==> src/rtl/pipe_adder_pkg.sv <==
// pipe_adder_pkg: shared helpers for the segmented pipelined adder.
package pipe_adder_pkg;

    // Signed overflow of a two's complement add: carry into the MSB differs from carry out.
    function automatic logic f_signed_ovf(input logic c_into_msb, input logic c_out);
        return c_into_msb ^ c_out;
    endfunction

endpackage

==> src/rtl/adder_seg.sv <==
// adder_seg: combinational SEG_W-bit add with carry-in, carry-out and the
// carry into the segment MSB (used as the signed-overflow tap on the top segment).
module adder_seg #(
    parameter int SEG_W = 4
) (
    input  logic [SEG_W-1:0] a,
    input  logic [SEG_W-1:0] b,
    input  logic             cin,
    output logic [SEG_W-1:0] s,
    output logic             cout,
    output logic             c_msb
);

    logic [SEG_W:0] w_full;

    assign w_full = {1'b0, a} + {1'b0, b} + {{SEG_W{1'b0}}, cin};
    assign s      = w_full[SEG_W-1:0];
    assign cout   = w_full[SEG_W];
    // Sum bit = a ^ b ^ carry_in, so the carry into the MSB falls out of the sum bit.
    assign c_msb  = a[SEG_W-1] ^ b[SEG_W-1] ^ w_full[SEG_W-1];

endmodule

==> src/rtl/pipe_adder.sv <==
// pipe_adder: WIDTH-bit adder whose carry chain is cut into SEG_W-bit segments,
// one segment resolved per register stage, with a valid/ready handshake and a
// single global advance enable (bubbles are kept, not collapsed).
module pipe_adder
    import pipe_adder_pkg::*;
#(
    parameter int WIDTH = 16,
    parameter int SEG_W = 4
) (
    input  logic             clk,
    input  logic             rst,
    input  logic             in_valid,
    output logic             in_ready,
    input  logic [WIDTH-1:0] A,
    input  logic [WIDTH-1:0] B,
    input  logic             Cin,
    output logic             out_valid,
    input  logic             out_ready,
    output logic [WIDTH-1:0] Sum,
    output logic             Cout,
    output logic             Ovf
);

    localparam int NSEG = WIDTH / SEG_W;

    if ((WIDTH % SEG_W) != 0) begin : g_width_check
        $error("pipe_adder: WIDTH must be an integer multiple of SEG_W");
    end

    logic w_adv;
    logic w_last_valid;

    // The whole pipeline moves together unless a held result blocks the output.
    assign w_adv    = !w_last_valid | out_ready;
    assign in_ready = w_adv;

    for (genvar k = 0; k < NSEG; k++) begin : g_stage
        logic             r_valid;
        logic [WIDTH-1:0] r_a;
        logic [WIDTH-1:0] r_b;
        logic [WIDTH-1:0] r_sum;
        logic             r_carry;
        logic             r_ovf;

        logic             w_valid_in;
        logic [WIDTH-1:0] w_a_in;
        logic [WIDTH-1:0] w_b_in;
        logic [WIDTH-1:0] w_sum_in;
        logic             w_carry_in;
        logic [WIDTH-1:0] w_sum_next;
        logic [SEG_W-1:0] w_seg_sum;
        logic             w_seg_cout;
        logic             w_seg_cmsb;
        logic             w_unused_ab;

        if (k == 0) begin : g_src
            assign w_valid_in = in_valid;
            assign w_a_in     = A;
            assign w_b_in     = B;
            assign w_sum_in   = {WIDTH{1'b0}};
            assign w_carry_in = Cin;
        end else begin : g_src
            assign w_valid_in = g_stage[k-1].r_valid;
            assign w_a_in     = g_stage[k-1].r_a;
            assign w_b_in     = g_stage[k-1].r_b;
            assign w_sum_in   = g_stage[k-1].r_sum;
            assign w_carry_in = g_stage[k-1].r_carry;
        end

        adder_seg #(
            .SEG_W (SEG_W)
        ) u_seg (
            .a     (w_a_in[k*SEG_W +: SEG_W]),
            .b     (w_b_in[k*SEG_W +: SEG_W]),
            .cin   (w_carry_in),
            .s     (w_seg_sum),
            .cout  (w_seg_cout),
            .c_msb (w_seg_cmsb)
        );

        // Merge this stage's resolved segment into the partial sum carried forward.
        always_comb begin
            w_sum_next                      = w_sum_in;
            w_sum_next[k*SEG_W +: SEG_W]    = w_seg_sum;
        end

        // Stage register: captures valid, partial sum, carry and the operands on advance.
        always_ff @(posedge clk or posedge rst) begin
            if (rst) begin
                r_valid <= 1'b0;
                r_a     <= {WIDTH{1'b0}};
                r_b     <= {WIDTH{1'b0}};
                r_sum   <= {WIDTH{1'b0}};
                r_carry <= 1'b0;
                r_ovf   <= 1'b0;
            end else if (w_adv) begin
                r_valid <= w_valid_in;
                r_a     <= w_a_in;
                r_b     <= w_b_in;
                r_sum   <= w_sum_next;
                r_carry <= w_seg_cout;
                r_ovf   <= f_signed_ovf(w_seg_cmsb, w_seg_cout);
            end
        end

        // Operand copies of the last stage and overflow of inner stages are never consumed.
        assign w_unused_ab = ^{r_a, r_b, r_ovf};
    end

    assign w_last_valid = g_stage[NSEG-1].r_valid;
    assign out_valid    = g_stage[NSEG-1].r_valid;
    assign Sum          = g_stage[NSEG-1].r_sum;
    assign Cout         = g_stage[NSEG-1].r_carry;
    assign Ovf          = g_stage[NSEG-1].r_ovf;

endmodule
==> config.mk <==
export PLATFORM = sky130hd
export DESIGN_NAME = pipe_adder
export DESIGN_NICKNAME = d
export VERILOG_FILES = /design/src/rtl/pipe_adder_pkg.sv /design/src/rtl/adder_seg.sv /design/src/rtl/pipe_adder.sv
export SDC_FILE = /design/constraint.sdc
export NUM_CORES = 1
export LEC_CHECK = 0
export CORE_AREA = 4 4 102 104
export DETAILED_ROUTE_END_ITERATION = 8
export DIE_AREA = 0 0 106 108
export GPL_TIMING_DRIVEN = 0
export PLACE_DENSITY = 0.72
export SLEW_MARGIN = 20
export SYNTH_ARGS = -nofsm -noshare
export SYNTH_HDL_FRONTEND = slang
export SYNTH_SLANG_ARGS = --single-unit
==> constraint.sdc <==
create_clock -name clk -period 5.1 [get_ports clk]
set_input_delay 0.765 -clock clk [delete_from_list [all_inputs] [get_ports clk]]
set_output_delay 0.765 -clock clk [all_outputs]
set_load 0.01 [all_outputs]
==> reports/results.tsv <==
stage	metric	value	unit
run_status	outcome	finished clean	
sta	hold_violations	0	
route	wirelength	8.42	mm
layout	seqCellArea	0.00243	mm^2
synth	synth_mux_area_share	0	%
synth	synth_edf_count	0	
layout	multi_input_area	0.00156	mm^2
layout	fillers	895	
synth	synth_area_leaders	dfrtp_1 58%, nand2_1 22%, fa_1 3.8%, ha_1 3.6%, buf_6 2.4%	
synth	ys.flop_type	dfrtp_1	
route	first_iter_violations	143	
cts	cts.clk_slew.worst_paths	0.09	ns
power	irDropWorstVdd	0.219	mV
cts	cts_hold_buf	0	
synth	synthAdderAreaFrac	7.41	%
synth	ys_seq_elements	97	
setup_path	reg2regPathDepth	6	
power	power_frac_comb	38.0	%
power	p_clk_share	18.7	%
layout	area_growth	23.6	%
cts	cts_sinks	97	
route	drc_errors	0	
synth	synth-seq-area-share	58.0	%
global_route	grt_pass1_vias	3023	
power	seq_power_share	43.3	%
sta	setup_viol	0	
floorplan	die_w	106	um
layout	drive_gt1_share	8.46	%
sta	tightest_slew	0.339	ns
sta	fmax	317	MHz
cts	cts-root-buf	clkbuf_8	
layout	antenna_cells	0	
cts	post_cts_buffers	0	
cts	cts_buffers	9	
synth	yosysMostFrequentCell	nand2_1	
sta	skew	0.00924	ns
power	p_leak	2.65	nW
floorplan	ios	57	
global_route	grt_usage	15.7	%
floorplan	coreArea	0.00955	mm^2
route	firstDrtPassIters	4	
power	intPower	1.94	mW
floorplan	die_area	0.0114	mm^2
cts	cts-resized-gates	0	
cts	cts_tree	yes	
sta	slew_violations	0	
sta	period_needed	3.15	ns
synth	ys_types	20	
synth	synth_xor_area_share	1.67	%
route	vias	3010	
power	switching_share	35.4	%
setup_path	cp_max_fo	10	
floorplan	start_util	43.8	%
worst_hold_path	whs_path_depth	2	
synth	syn_area_per_cell	9.36	um^2
layout	stdcell_count	653	
placement	dp_hpwl	6.06	mm
layout	utilization	54.2	%
worst_hold_path	hp-class	reg2reg	
placement	port_buffers	56	
route	viasPerCell	4.61	
global_route	grt_max_degree	63	
floorplan	rows	36	
cts	ctsLongestPathBuffers	2	
setup_path	crit_path_start_kind	input pin	
sta	period_share	61.8	%
synth	synthTopCellsByCount	246 x nand2_1, 97 x dfrtp_1, 12 x a21oi_1, 12 x buf_2, 12 x ha_1	
synth	synthCells	447	
placement	dp.cells	637	
layout	nets	572	
power	p_switching	1.06	mW
sta	fin_tns_setup	0	ns
global_route	grt_remaining_overflow	0	
synth	synth_top_family_by_area	simple AND/OR/NAND/NOR gates	
job	maxCapViolations	0	
synth	synth_compound_area_share	4.45	%
route	wl_per_cell	12.9	um
placement	gp_congestion	0.788	
setup_path	worstPathRequired	4.34	ns
setup_path	crit_path_end_kind	primary output	
synth	synth_top_area_share	58.0	%
cts	cts-htree-levels	3	
global_route	antenna_found_initial	0	
synth	synth_top_area_cell	dfrtp_1	
synth	yosys.area_share.simple	23.7	%
setup_path	worstPathArrival	2.39	ns
synth	synthArstFlopShare	100	%
synth	yosysWarnings	0	
synth	synth_nets	504	
route	antenna_left	0	
sta	rsz0062_at_grt	false	
global_route	grt_pass1_wl	14.2	mm
synth	synth_area	0.00419	mm^2
power	power_density	580	mW/mm^2
setup_path	path_class	in2out	
floorplan	die_h	108	um
cts	clock_latency	0.37	ns
sta	slew_headroom	77.4	%
sequential cells by signal, summed over array words and instances (netlist names):
register and cells:
g_stage.r_a 24, Ovf 1, out_valid 1, Cout 1, g_stage.r_sum 24, g_stage.r_b 24
g_stage.r_valid 3, g_stage.r_carry 3, Sum 16
metal layers:
| layer | global-route usage, % | routed length [um] | vias up |
|---|---|---|---|
| met4 | 7.96 | 312 | 0 |
| met5 | 0 | 0 | - |
| li1 | - | - | 1511 |
| met1 | 19.8 | 3710 | 1399 |
| met3 | 3.88 | 419 | 26 |
| met2 | 25.5 | 3970 | 74 |
final cells by class:
type | instances | area share [%]
clock inverters | 6 | 1.72
clock buffers | 10 | 2.66
well taps | 133 | 3.22
repair buffers | 57 | 11.4
flip-flops and latches | 97 | 46.9
plain buffers | 21 | 3.12
inverters | 9 | 0.798
multi-input cells | 320 | 30.2
cells in the final DEF (no fill, tap or decap):
master	instances
clkinv_2	1
clkinvlp_4	2
o21ai_0	9
inv_4	1
inv_6	2
o21ai_1	2
buf_2	12
xnor2_1	3
clkbuf_8	10
a21o_1	6
inv_1	7
bufinv_16	2
nor2b_4	1
xor2_1	5
o21ai_2	1
a21oi_1	12
nand2b_1	1
buf_6	9
ha_1	12
dfrtp_1	97
nand2_1	246
nor2_1	10
clkdlybuf4s50_1	56
nor2b_1	2
buf_16	1
fa_1	8
a21oi_2	2
cells by family after synthesis:
logic type      count (synthesis)
compound gates                 32
simple gates                  260
fa+ha+maj                      20
xor+xnor                        8
buf+inv                        30
flops                          97
power by group through the flow:
stage / registers, mW / logic, mW / clock network, mW
2_1_floorplan: 1.30 / 0.746 / 0
3_3_place_gp: 1.30 / 1.10 / 0
3_5_place_dp: 1.32 / 1.15 / 0
4_1_cts: 1.30 / 1.16 / 0.571
5_1_grt: 1.34 / 1.30 / 0.601
6_report: 1.30 / 1.14 / 0.561
critical path, cell delays in order:
cell	delay [ns]
clkdlybuf4s50_1	0.50
nor2b_4	0.05
buf_6	0.12
inv_4	0.09
buf_2	0.26
clkdlybuf4s50_1	0.60
metrics by stage:
stage | total power, mW | area, um^2 | hold WS [ns] | setup WS [ns]
final | 3.00 | 5170 | 0.470 | 1.95
after global routing | 3.24 | 5170 | 0.491 | 1.89
after CTS | 3.03 | 5170 | 0.476 | 1.94
after detailed placement | 2.47 | 4940 | 0.455 | 1.95
after global placement | 2.41 | 4910 | 0.443 | 0.442
after floorplan | 2.05 | 4190 | 0.430 | 1.80
worst paths after layout:
kind	startpoint	endpoint	slack, ns
max in group asynchronous	rst	g_stage[0].r_a[15]	3.75
min	Sum[0]	Sum[0]	0.47
max	out_ready	in_ready	1.95
min in group asynchronous	rst	g_stage[2].r_sum[10]	0.74
min reg2reg	Sum[0]	Sum[0]	0.47
max reg2reg	g_stage[2].r_a[12]	Ovf	3.09
Note: power is estimated with default switching activity, not from simulation.
